`config.mk`:
```
export PLATFORM = sky130hd
export DESIGN_NAME = exception_ctrl
export DESIGN_NICKNAME = d
export VERILOG_FILES = /design/src/rtl/exception_ctrl.sv
export SDC_FILE = /design/constraint.sdc
export NUM_CORES = 1
export LEC_CHECK = 0
export ABC_AREA = 1
export CAP_MARGIN = 20
export CORE_MARGIN = 3
export CORE_UTILIZATION = 31
export DETAILED_ROUTE_END_ITERATION = 10
export GPL_ROUTABILITY_DRIVEN = 0
export GPL_TIMING_DRIVEN = 0
export PLACE_DENSITY = 0.78
export SLEW_MARGIN = 0
export SYNTH_ARGS = -nofsm -noshare
export SYNTH_HDL_FRONTEND = slang
export SYNTH_SLANG_ARGS = --single-unit
```
`constraint.sdc`:
```
create_clock -name clk -period 1.3 [get_ports clk]
set_input_delay 0.39 -clock clk [delete_from_list [all_inputs] [get_ports clk]]
set_output_delay 0.39 -clock clk [all_outputs]
set_load 0.05 [all_outputs]
```
`src/rtl/exception_ctrl.sv`:
```
// exception_ctrl
// Exception controller for the single-cycle LEGv8 core. It takes invalid-opcode
// exceptions (and, optionally, external interrupts), redirects the PC to the
// handler vector, and owns ELR/ESR. It also returns from the handler on ERET.
//
// Optional feature: define EXC_EXTIRQ_EN to enable the external interrupt path
// (irq_pend register, ExtIAck). Without it, ExtIRQ is ignored and ExtIAck is 0.
//
// Ports:
//   clk, reset           clock; synchronous active-high reset
//   InstrValid, PC_dec   decode-stage valid flag and PC
//   NotAnInstr, EStatus  invalid-opcode flag and status code from the decoder
//   ERet                 ERET flag from the decoder
//   ExtIRQ               level-sensitive external interrupt request
//   Exc, ExcAddr         one-cycle take-exception pulse, handler vector
//   ERetTaken, RetAddr   one-cycle return pulse, return address (= ELR)
//   ELR, ESR             exception link / syndrome registers
//   ExtIAck              one-cycle interrupt acknowledge
//   InHandler, Halt      handler-active flag, sticky fatal-nesting flag
//   dbg_state_o          current FSM state, for observation only
//
// Handshake: there is no back-pressure. A decoder request counts only in a
// cycle where InstrValid=1 and is sampled on the rising edge that ends that
// cycle. Every output is a function of registered state only.
module exception_ctrl #(
  parameter int          N          = 64,
  parameter logic [N-1:0] EXC_VECTOR = N'('hD8)
) (
  input  logic         clk,
  input  logic         reset,
  input  logic         InstrValid,
  input  logic [N-1:0] PC_dec,
  input  logic         NotAnInstr,
  input  logic [3:0]   EStatus,
  input  logic         ERet,
  input  logic         ExtIRQ,
  output logic         Exc,
  output logic [N-1:0] ExcAddr,
  output logic         ERetTaken,
  output logic [N-1:0] RetAddr,
  output logic [N-1:0] ELR,
  output logic [3:0]   ESR,
  output logic         ExtIAck,
  output logic         InHandler,
  output logic         Halt,
  output logic [2:0]   dbg_state_o
);

  typedef enum logic [2:0] {
    S_IDLE    = 3'd0,
    S_TAKE    = 3'd1,
    S_HANDLER = 3'd2,
    S_RET     = 3'd3,
    S_HALT    = 3'd4
  } state_t;

  state_t       state_q, state_d;
  logic [N-1:0] elr_q, elr_d;
  logic [3:0]   esr_q, esr_d;

`ifdef EXC_EXTIRQ_EN
  logic irq_pend_q, irq_pend_d;
  // 1 = the exception in flight was caused by an interrupt
  logic cause_irq_q, cause_irq_d;
`else
  logic unused_extirq;
  assign unused_extirq = ExtIRQ;
`endif

  always_comb begin
    state_d = state_q;
    elr_d   = elr_q;
    esr_d   = esr_q;
`ifdef EXC_EXTIRQ_EN
    cause_irq_d = cause_irq_q;
    irq_pend_d  = irq_pend_q;
    if (ExtIRQ && state_q != S_HALT) irq_pend_d = 1'b1;
    // Acknowledging the interrupt consumes the pending flag; clear beats set.
    if (state_q == S_TAKE && cause_irq_q) irq_pend_d = 1'b0;
`endif
    case (state_q)
      S_IDLE: begin
        if (InstrValid) begin
          if (NotAnInstr) begin
            esr_d   = EStatus;
            elr_d   = PC_dec;
            state_d = S_TAKE;
`ifdef EXC_EXTIRQ_EN
            cause_irq_d = 1'b0;
          end else if (irq_pend_q) begin
            // The decoded instruction is squashed and re-executed on return.
            esr_d       = 4'b0001;
            elr_d       = PC_dec;
            cause_irq_d = 1'b1;
            state_d     = S_TAKE;
`endif
          end
          // ERET outside a handler is ignored.
        end
      end
      S_TAKE:    state_d = S_HANDLER;
      S_HANDLER: begin
        if (InstrValid) begin
          if (NotAnInstr)  state_d = S_HALT;
          else if (ERet)   state_d = S_RET;
        end
      end
      S_RET:     state_d = S_IDLE;
      S_HALT:    state_d = S_HALT;
      default:   state_d = S_IDLE;
    endcase
  end

  always_ff @(posedge clk) begin
    if (reset) begin
      state_q <= S_IDLE;
      elr_q   <= '0;
      esr_q   <= '0;
`ifdef EXC_EXTIRQ_EN
      irq_pend_q  <= 1'b0;
      cause_irq_q <= 1'b0;
`endif
    end else begin
      state_q <= state_d;
      elr_q   <= elr_d;
      esr_q   <= esr_d;
`ifdef EXC_EXTIRQ_EN
      irq_pend_q  <= irq_pend_d;
      cause_irq_q <= cause_irq_d;
`endif
    end
  end

  assign Exc         = (state_q == S_TAKE);
  assign ExcAddr     = EXC_VECTOR;
  assign ERetTaken   = (state_q == S_RET);
  assign RetAddr     = elr_q;
  assign ELR         = elr_q;
  assign ESR         = esr_q;
  assign InHandler   = (state_q == S_HANDLER);
  assign Halt        = (state_q == S_HALT);
  assign dbg_state_o = state_q;
`ifdef EXC_EXTIRQ_EN
  assign ExtIAck     = (state_q == S_TAKE) && cause_irq_q;
`else
  assign ExtIAck     = 1'b0;
`endif

endmodule
```
# [After elaboration in Yosys (flattened, before gate mapping)]
# Index checks and enable logic that the tools add are counted.
[word_totals] reg_bits=71 in_bits=74 out_inout_bits=204 elab_cells=20
[classes] n_eq_ne=8 muxes=6 reduce_logical=3
[op_table] cell="3-bit 2-to-1 mux" count=5
[op_table] cell="3-bit case mux with 4 select lines" count=1
[op_table] cell="3-bit by 2-bit equality test with 1-bit output, second input constant" count=2
[op_table] cell="2-bit != test, second input constant" count=3
[op_table] cell="4-bit AND reduction" count=1
[op_table] cell="3-bit by 1-bit equality test with 1-bit output, second input constant" count=1
[op_table] cell="3-bit equality test, second input constant" count=1
[op_table] cell="3-bit zero test" count=1
[op_table] cell="3-bit != test, second input constant" count=1
[op_table] cell="3-bit AND reduction" count=1

# [Longest topological paths before layout]
[logic_depth] ltp_word=4 mapped_depth=7 depth_no_buf=6

# [Least setup slack after synthesis]
# OpenSTA, ideal clock, no wires.
[synth_timing] kind="flip-flop to output port" startpoint="register state_q[2], in the netlist dbg_state_o[2]" endpoint="output Halt" arrival_time_ns=1.904 t_required_ns=0.910 slack_ns=-0.994 stages_incl_launch_ff=3 path_buffers=0 cell_sequence="dfxtp_1 > inv_1 > nor3_1"
[synth_between] elab_chain_cells=1
[synth_lines] element="start, declared" line_no="57" text="state_t state_q, state_d;"
[synth_lines] element="start signal, assigned" line_no="124" text="state_q <= state_d;"
[synth_lines] element="3-bit equality test" line_no="141" text="assign Halt = (state_q == S_HALT);"
[synth_lines] element="end, declared" line_no="45" text="output logic Halt,"
# No other way between the ends.

# [Worst setup path in the final report]
[layout_timing] startpoint="register state_q[2], in the netlist dbg_state_o[2]" endpoint="output InHandler"
[layout_between] elab_chain_cells=1
[layout_lines] element="3-bit by 2-bit equality test with 1-bit output" line_no="140" text="assign InHandler = (state_q == S_HANDLER);"
[layout_lines] element="end, declared" line_no="44" text="output logic InHandler,"
# No other way between the ends.

==> results.json <==
{
  "die_w_um": 114,
  "cts_sinks": 71,
  "synthTopCellsByArea": "dfxtp_1, buf_4, nor3_1, nor2_1, o21ai_0",
  "nets": 873,
  "whs_ns": 0.522,
  "wl_per_cell_um": 16.1,
  "required_ns": 0.91,
  "violations": "negative setup slack",
  "rsz0062_at_grt": "yes",
  "hold_class": "reg -> reg",
  "io_pins": 278,
  "syn_area_um2": 3650,
  "synth_top_area_share": 0.390,
  "setup_slack_ns": -0.291,
  "port_buffers": 211,
  "firstDrtPassIters": 4,
  "synth_top_cell_by_area": "dfxtp_1",
  "syn2layout_area_growth_pct": 122,
  "cp.arrival_ns": 1.20,
  "timing.final.crit_share": 1.22,
  "routed_wl_mm": 15.2,
  "die_h_um": 114,
  "synth-seq-cells": 71,
  "rows": 38,
  "synth-simple-area-share": 0.198,
  "yosysSeqAreaShare": 0.390,
  "vias": 4220,
  "period_needed_ns": 1.59,
  "grt.overflow.total": 0,
  "synth_cell_type_count": 19,
  "status": "complete, but fails checks",
  "first_global_vias": 4137,
  "drc": 0,
  "finalClockSkew_ns": 0.00386,
  "synth_edf_count": 0,
  "p_leak_nw": 3.83,
  "path_class": "reg -> out",
  "synthCells": 468,
  "critPathCaptureType": "primary output",
  "ctsHoldBuffers": 0,
  "synth-main-ff-cell": "dfxtp_1",
  "cp_slowest_cell": "dfxtp_4",
  "clk_pin_slew_worst_paths_ns": 0.06,
  "drt_iter0_drc": 213,
  "layout_common_cells": "buf_4, buf_6, nor2_1",
  "ys_warn_count": 0,
  "critPathLaunchType": "register",
  "die_area_um2": 13100,
  "whs_path_depth": 2,
  "pre_cts_slack_ns": -0.770,
  "antenna_cells": 0,
  "maxSlewViolCount": 0,
  "cts.path.max_buffers": 2,
  "synth_compound_area_frac": 0.0975,
  "core_area_um2": 11200,
  "cp-endpoint": "InHandler",
  "avgSynthCellArea_um2": 7.79,
  "tightest_slew_ns": 0.526,
  "maxCapViolCount": 0,
  "synth_fa_ha_area_frac": 0,
  "dp_hpwl_mm": 9.65,
  "drive_above_1_share": 0.629,
  "synth_xor_xnor_area_share": 0,
  "fmax_ghz": 0.628,
  "grt_max_degree": 14,
  "max_stage_delay_ns": 0.37,
  "path_max_fanout": 4,
  "initial_core_util": 0.326,
  "htreeDepth": 3,
  "grt_usage": 0.197,
  "slew_headroom": 0.649,
  "synthMuxAreaShare": 0,
  "antenna_found_initial": 0,
  "cts_buffers": 9,
  "grt_pass1_wl_mm": 20.8,
  "ir_drop_mv": 0.763,
  "r2r_slack_ns": -0.28,
  "crit_start": "dbg_state_o[2]",
  "clk-insertion-delay-late_ns": 0.32,
  "ant_nets": 0,
  "clockRootBuffer": "clkbuf_16",
  "viasPerCell": 4.47,
  "setup_viol": 109,
  "final-hold-violation-count": 0,
  "powerDensity_nw_per_um2": 1170,
  "final_common_cell": "buf_4",
  "tritoncts": "yes",
  "synth-async-reset-ratio": 0,
  "worst_r2r_endpoint": "ELR[31]",
  "synth_top_family_by_area": "buffers and inverters",
  "r2r-start": "dbg_state_o[2]",
  "rr_worst_depth": 10,
  "crit_chain": "inv_8, nand2_8, clkbuf_16, nor2_4, buf_8"
}
## sequential cells by signal, summed over array words and instances, names as in the netlist
register     count
dbg_state_o      3
ELR             64
ESR              4
## synth_stat cells, types with 4 or more instances
master,number
o21ai_1,20
dfxtp_1,71
nor2_1,75
inv_1,4
nand2_1,9
nor3_1,69
clkbuf_1,11
o21ai_0,50
buf_4,129
nand3_1,5
buf_6,4
buf_2,12
## worst min-delay path by stage
stage | start | endpoint
floorplan | PC_dec[51] | ELR[51]
global placement | ELR[32] | ELR[32]
detailed placement | ELR[41] | ELR[41]
CTS | ELR[32] | ELR[32]
global route | ELR[47] | ELR[47]
finish | ESR[0] | ESR[0]
## kinds of logic after synthesis
logic type	count (synthesis)
AO/OA/AOI/OAI	71
buffers and inverters	163
flip-flops	71
other	2
AND/OR/NAND/NOR	161
## per-layer routing
metal / global-route usage / wire length, um / up-vias
met3: 0.0481 / 1120 / 26
met1: 0.218 / 5400 / 1989
met4: 0.0697 / 334 / 0
met2: 0.364 / 8350 / 199
met5: 0 / 0 / -
li1: - / - / 2006
## through the flow
stage           util  area, um^2  std cells  total power, mW  TNS (ns)
6_report       0.726        8110        944             9.49    -13.06
5_1_grt        0.726        8110        944             9.83    -19.46
4_1_cts        0.659        7360        922             9.14     -4.93
3_5_place_dp   0.559        6250        882             5.93    -76.37
3_3_place_gp   0.559        6250        882             5.90    -73.46
2_1_floorplan      -        3960        531             4.89    -0.195
## report_power, final
group          switching, mW  internal (mW)  leakage (nW)
combinational           2.43           1.72          3.04
sequential             0.223           2.37         0.619
clock                  0.948           1.80         0.168
## timing repair
item                        CTS  global route
setup buffers                25            42
gates cloned                  3             5
gates resized for setup    1101           210
setup endpoints to repair   209           150
pin swaps                     4            59
## critical path: cells and delay by family (launching register included)
kind | cells | cell delay [ns]
buffers and inverters | 3 | 0.37
DFF | 1 | 0.37
and+or+nand+nor | 2 | 0.14
## area by class of cell
cell class | count | area (um^2)
flip-flops and latches | 71 | 1580
clock buffers | 10 | 250
fillers | 788 | 3060
repair buffers | 286 | 3120
multi-input cells | 297 | 1700
plain buffers | 128 | 1150
inverters | 6 | 41.3
well taps | 140 | 175
clock inverters | 6 | 91.3
Note: power is estimated with default switching activity, not from simulation.
